<file path="src/rtl/led_pkg.sv">
// Shared definitions for the LED indicator channels: FSM state encoding,
// pin polarity and default timing for a 50 MHz system clock.
package led_pkg;

   // Per-channel sequencer state.
   typedef enum logic [1:0] {
      IDLE = 2'd0,
      ON   = 2'd1,
      OFF  = 2'd2
   } ledState_t;

   // Board LED pins are inverted: driving 0 lights the LED.
   localparam logic LED_ON  = 1'b0;
   localparam logic LED_OFF = 1'b1;

   // 100 ms at 50 MHz, used for both the lit and the dark phase by default.
   localparam int CYC_100MS     = 5_000_000;
   localparam int BLINK_DEFAULT = 3;

endpackage : led_pkg

</file>
<file path="src/rtl/led_blink.sv">
// One LED channel: turns a single-cycle event pulse into BLINK_CNT ON/OFF
// pairs. The FSM, both counters and the LED/busy outputs all live here.
module led_blink
   import led_pkg::*;
#(
   parameter int ON_CYC    = CYC_100MS,
   parameter int OFF_CYC   = CYC_100MS,
   parameter int BLINK_CNT = BLINK_DEFAULT
) (
   input  logic sys_clk,
   input  logic sys_rst_n,
   input  logic iEvt,
   output logic oLed,
   output logic oBusy
);

   localparam int PHASE_MAX = (ON_CYC > OFF_CYC) ? ON_CYC : OFF_CYC;
   localparam int PHASE_W   = $clog2(PHASE_MAX + 1);
   localparam int BLINK_W   = $clog2(BLINK_CNT + 1);

   // A zero-length phase or zero blinks has no meaningful behaviour.
   if (ON_CYC < 1 || OFF_CYC < 1 || BLINK_CNT < 1) begin : gBadParams
      $error("led_blink: ON_CYC, OFF_CYC and BLINK_CNT must all be >= 1");
   end

   localparam logic [PHASE_W-1:0] ON_LAST   = PHASE_W'(ON_CYC - 1);
   localparam logic [PHASE_W-1:0] OFF_LAST  = PHASE_W'(OFF_CYC - 1);
   localparam logic [BLINK_W-1:0] BLINK_END = BLINK_W'(BLINK_CNT);

   ledState_t            stateReg, stateNext;
   logic [PHASE_W-1:0]   phaseReg, phaseNext;
   logic [BLINK_W-1:0]   blinkReg, blinkNext;
   logic [BLINK_W-1:0]   blinkInc;

   // blinkReg is always below BLINK_CNT, so the increment cannot overflow.
   assign blinkInc = blinkReg + 1'b1;

   // Next-state logic; an event restarts from any state and wins over the
   // terminal OFF->IDLE transition so busy never drops between sequences.
   always_comb begin
      stateNext = stateReg;
      phaseNext = phaseReg;
      blinkNext = blinkReg;
      if (iEvt) begin
         stateNext = ON;
         phaseNext = '0;
         blinkNext = '0;
      end else begin
         case (stateReg)
            IDLE: ;
            ON: begin
               if (phaseReg == ON_LAST) begin
                  stateNext = OFF;
                  phaseNext = '0;
               end else begin
                  phaseNext = phaseReg + 1'b1;
               end
            end
            OFF: begin
               if (phaseReg == OFF_LAST) begin
                  phaseNext = '0;
                  if (blinkInc == BLINK_END) begin
                     stateNext = IDLE;
                     blinkNext = '0;
                  end else begin
                     stateNext = ON;
                     blinkNext = blinkInc;
                  end
               end else begin
                  phaseNext = phaseReg + 1'b1;
               end
            end
            default: begin
               stateNext = IDLE;
               phaseNext = '0;
               blinkNext = '0;
            end
         endcase
      end
   end

   // State, counters and outputs; outputs are decoded from the next state so
   // the LED lights right after the edge that samples the event.
   always_ff @(posedge sys_clk or negedge sys_rst_n) begin
      if (!sys_rst_n) begin
         stateReg <= IDLE;
         phaseReg <= '0;
         blinkReg <= '0;
         oLed     <= LED_OFF;
         oBusy    <= 1'b0;
      end else begin
         stateReg <= stateNext;
         phaseReg <= phaseNext;
         blinkReg <= blinkNext;
         oLed     <= (stateNext == ON) ? LED_ON : LED_OFF;
         oBusy    <= (stateNext != IDLE);
      end
   end

endmodule : led_blink

</file>
<file path="src/rtl/led_indicator.sv">
// Three independent LED blink channels, one per user key / status event.
module led_indicator
   import led_pkg::*;
#(
   parameter int ON_CYC    = CYC_100MS,
   parameter int OFF_CYC   = CYC_100MS,
   parameter int BLINK_CNT = BLINK_DEFAULT
) (
   input  logic sys_clk,
   input  logic sys_rst_n,
   input  logic iEvt1,
   input  logic iEvt2,
   input  logic iEvt3,
   output logic oLed1,
   output logic oLed2,
   output logic oLed3,
   output logic oBusy1,
   output logic oBusy2,
   output logic oBusy3
);

   logic [2:0] evtVec;
   logic [2:0] ledVec;
   logic [2:0] busyVec;

   assign evtVec = {iEvt3, iEvt2, iEvt1};

   // One channel instance per event input; no state is shared between them.
   for (genvar gi = 0; gi < 3; gi++) begin : gChan
      led_blink #(
         .ON_CYC    (ON_CYC),
         .OFF_CYC   (OFF_CYC),
         .BLINK_CNT (BLINK_CNT)
      ) uBlink (
         .sys_clk   (sys_clk),
         .sys_rst_n (sys_rst_n),
         .iEvt      (evtVec[gi]),
         .oLed      (ledVec[gi]),
         .oBusy     (busyVec[gi])
      );
   end

   assign {oLed3, oLed2, oLed1}    = ledVec;
   assign {oBusy3, oBusy2, oBusy1} = busyVec;

endmodule : led_indicator
</file>
<file path="config.mk">
export PLATFORM = sky130hd
export DESIGN_NAME = led_indicator
export DESIGN_NICKNAME = d
export VERILOG_FILES = /design/src/rtl/led_pkg.sv /design/src/rtl/led_blink.sv /design/src/rtl/led_indicator.sv
export SDC_FILE = /design/constraint.sdc
export NUM_CORES = 1
export LEC_CHECK = 0
export ABC_AREA = 1
export CAP_MARGIN = 40
export CORE_MARGIN = 5
export CORE_UTILIZATION = 40
export CTS_CLUSTER_SIZE = 8
export DETAILED_ROUTE_END_ITERATION = 6
export GPL_TIMING_DRIVEN = 1
export MAX_ROUTING_LAYER = met4
export PLACE_DENSITY = 0.53
export SLEW_MARGIN = 20
export SYNTH_ARGS = -nofsm -noshare
export SYNTH_HDL_FRONTEND = slang
export SYNTH_SLANG_ARGS = --single-unit
export TNS_END_PERCENT = 50
</file>
<file path="constraint.sdc">
create_clock -name sys_clk -period 2.05 [get_ports sys_clk]
set_input_delay 0.3075 -clock sys_clk [delete_from_list [all_inputs] [get_ports sys_clk]]
set_output_delay 0.3075 -clock sys_clk [all_outputs]
set_load 0.005 [all_outputs]
</file>
==> out/results.ini <==
[outcome]
status=completed

[timing]
layout_min_cycle_time_ns=1.90
drv_slew=0
finalClockSkew_ns=0.00581
tns_ns=0
fin_ws_ns=0.153
worst_pin_slew_ns=0.495
fin_hold_ws_ns=0.466
hold_viol_final=0
fmax_mhz=527
max_slew_margin=0.670
rsz0062_at_grt=false
period_share=0.925
final-setup-viol-count=0

[yosys]
netlist_area_mm2=0.00556
syn_area_per_cell_um2=7.19
synth_warnings=0
synthCells=773
synth_nets=793
synth_cell_types=39
ys_seq_area_frac=0.393
ys_ff_latch=87

[floorplanning]
die_area_mm2=0.0163
die_w_um=128
core-area_mm2=0.0138
rows=43
die_h_um=128
io_pins=11
start_util=0.403

[final_layout]
fillerInstances=1412
stdcell_area_mm2=0.00626
ff_latch_area_mm2=0.00218
antenna_cells=0
finalNetCount=820
syn2layout_area_growth_pct=12.7
multi_input_area_mm2=0.00295
drive_gt1_frac=0.116

[global_routing]
grt_max_degree=39
grt_pass1_wl_um=22900
gr-total-overflow=0
grt_pass1_vias=4757
antenna_found_initial=0
track_usage=0.177

[cts]
clockBufferDepth=2
numCtsBuffers=9
clockRootBuffer=clkbuf_16
clk_pin_slew_ns=0.06
cts_tree=done
h-tree-depth=3
clk_latency_ns=0.34
numClockSinks=87

[place]
hpwl_um=10400
port_buffers=10
detailedPlace.worstSlack_ns=0.158
gp_congestion=0.994
place_area_mm2=0.00592

[critical_path]
crit_type=reg -> reg
critical_path_arrival_ns=2.13
timing.critical_path.required_ns=2.28
reg2reg_depth=9
r2r-start=gChan[0].uBlink.stateReg[0]$_DFF_PN0_
r2r-end=gChan[0].uBlink.phaseReg[5]$_DFFE_PN0P_
worstSetupStartpoint=gChan[0].uBlink.stateReg[0]$_DFF_PN0_
r2r_slack_ns=0.15
endpoint_kind=flop
startpoint_type=flop
crit_fanout=8

[route]
dr.pass1.iters=5
viasPerCell=5.07
wl_um=13400
ant_nets=0
drc=0
drt_iter0_drc=429
via_count=4992
wire_per_inst_um=13.6

[pwr]
power_leakage_uw=0.00268
irDropWorstVdd_v=0.000468
p_per_area_mw_per_mm2=563

[min_path]
hold_path_class=in -> async

[job]
drv_cap=0

[what timing repair did]
item | 4_1_cts | 5_1_grt
setup buffers | 0 | 3
hold endpoints to repair | 32 | 0
gates resized for setup | 0 | 2
hold buffers | 1 | 0
setup endpoints to repair | 0 | 6
[per-layer routing]
layer  vias to the layer above  share of wire  global-route usage
met5                         -              0                   -
met4                         0          0.014              0.0518
met3                        15          0.037              0.0396
met2                        98           0.45               0.266
met1                      2321           0.50               0.241
li1                       2558              -                   -
[state kept, by name (all words and copies together), names as in the netlist]
| name | flops |
|---|---|
| gChan.uBlink.stateReg | 6 |
| gChan.uBlink.blinkReg | 6 |
| gChan.uBlink.oBusy | 3 |
| gChan.uBlink.phaseReg | 69 |
| gChan.uBlink.oLed | 3 |
[Yosys cell counts]
cell type | count | area share
nor3_2 | 7 | 0.013
o21ai_0 | 21 | 0.019
o21bai_1 | 2 | 0.0027
nor2_2 | 11 | 0.012
nor4_1 | 1 | 0.0011
nand2_2 | 6 | 0.0068
clkbuf_1 | 2 | 0.0014
nor3b_1 | 2 | 0.0027
o21ai_2 | 4 | 0.0063
buf_2 | 4 | 0.0036
a31o_2 | 1 | 0.0016
a31oi_1 | 3 | 0.0034
and3_1 | 2 | 0.0023
nor3_1 | 21 | 0.019
or2_2 | 1 | 0.0011
nand3b_1 | 1 | 0.0014
nand3_1 | 58 | 0.052
nor2_4 | 3 | 0.0061
o211ai_1 | 1 | 0.0014
a21o_1 | 1 | 0.0014
nor2_1 | 116 | 0.078
o22ai_1 | 3 | 0.0034
o21ai_1 | 19 | 0.017
xor2_1 | 19 | 0.030
nand2_1 | 183 | 0.12
inv_2 | 16 | 0.011
a21oi_1 | 22 | 0.020
a2bb2oi_1 | 1 | 0.0016
ha_1 | 15 | 0.034
a21boi_1 | 3 | 0.0041
buf_4 | 1 | 0.0014
nand4_2 | 1 | 0.0023
nor3_4 | 2 | 0.0059
xnor2_1 | 4 | 0.0063
inv_1 | 88 | 0.059
nand3_2 | 8 | 0.014
dfrtp_1 | 84 | 0.38
nand4_1 | 33 | 0.037
dfstp_2 | 3 | 0.014
[power breakdown]
part	total (µW)	switching (µW)	internal, µW
clock	1630	665	970
sequential	1750	17.2	1730
combinational	141	101	40.1
[logic make-up (layout without fill, tap and decap cells)]
group           Yosys count  count (layout)  synth area share
buf+inv                 111             142            0.0766
simple gates            456             456             0.379
flops                    87              87             0.393
xor+xnor                 23              23            0.0363
fa+ha+maj                15              15            0.0338
compound gates           81              81            0.0815
[area by class of cell]
cell class                      count  area share
Sequential cell                    87       0.348
Multi-Input combinational cell    575       0.472
Inverter                          104      0.0630
Clock buffer                       10      0.0382
Tap cell                          180      0.0360
Timing Repair Buffer               23      0.0336
Clock inverter                      5     0.00939
[worst max-delay path, stage by stage, from the launching register on]
cell	delay, ns
dfrtp_1	0.40
inv_1	0.13
ha_1	0.25
inv_1	0.12
nor2_2	0.23
clkinvlp_4	0.18
buf_4	0.19
nand2_1	0.08
xor2_1	0.14
nor2_1	0.06
[worst max path at each step]
stage / endpoint
after floorplan: gChan[0].uBlink.phaseReg[5]$_DFFE_PN0P_
after global placement: gChan[0].uBlink.phaseReg[2]$_DFFE_PN0P_
after detailed placement: gChan[2].uBlink.phaseReg[7]$_DFFE_PN0P_
after CTS: gChan[0].uBlink.phaseReg[2]$_DFFE_PN0P_
after global routing: gChan[2].uBlink.phaseReg[7]$_DFFE_PN0P_
final: gChan[0].uBlink.phaseReg[5]$_DFFE_PN0P_
[per-stage QoR]
step / total power, µW / std cells / utilization
6_report: 3520 / 984 / 0.454
4_1_cts: 3600 / 981 / 0.452
3_5_place_dp: 1920 / 965 / 0.430
3_3_place_gp: 1920 / 965 / 0.430
2_1_floorplan: 1840 / 773 / -
5_1_grt: 3670 / 984 / 0.454
[cells in the final DEF, fill, tap and decap left out, types with 4 or more instances in the layout]
cell	count
o21ai_2	4
nor2_1	116
o21ai_1	19
buf_4	12
a21oi_1	22
inv_2	16
nand2_2	6
o21ai_0	21
nor2_2	11
ha_1	14
dfrtp_1	84
inv_1	87
xor2_1	19
nand2_1	183
clkbuf_16	9
nor3_2	7
nor3_1	21
clkdlybuf4s50_1	9
nand3_2	8
nand3_1	58
xnor2_1	4
nand4_1	33
Power figures use the tool's default switching activity.
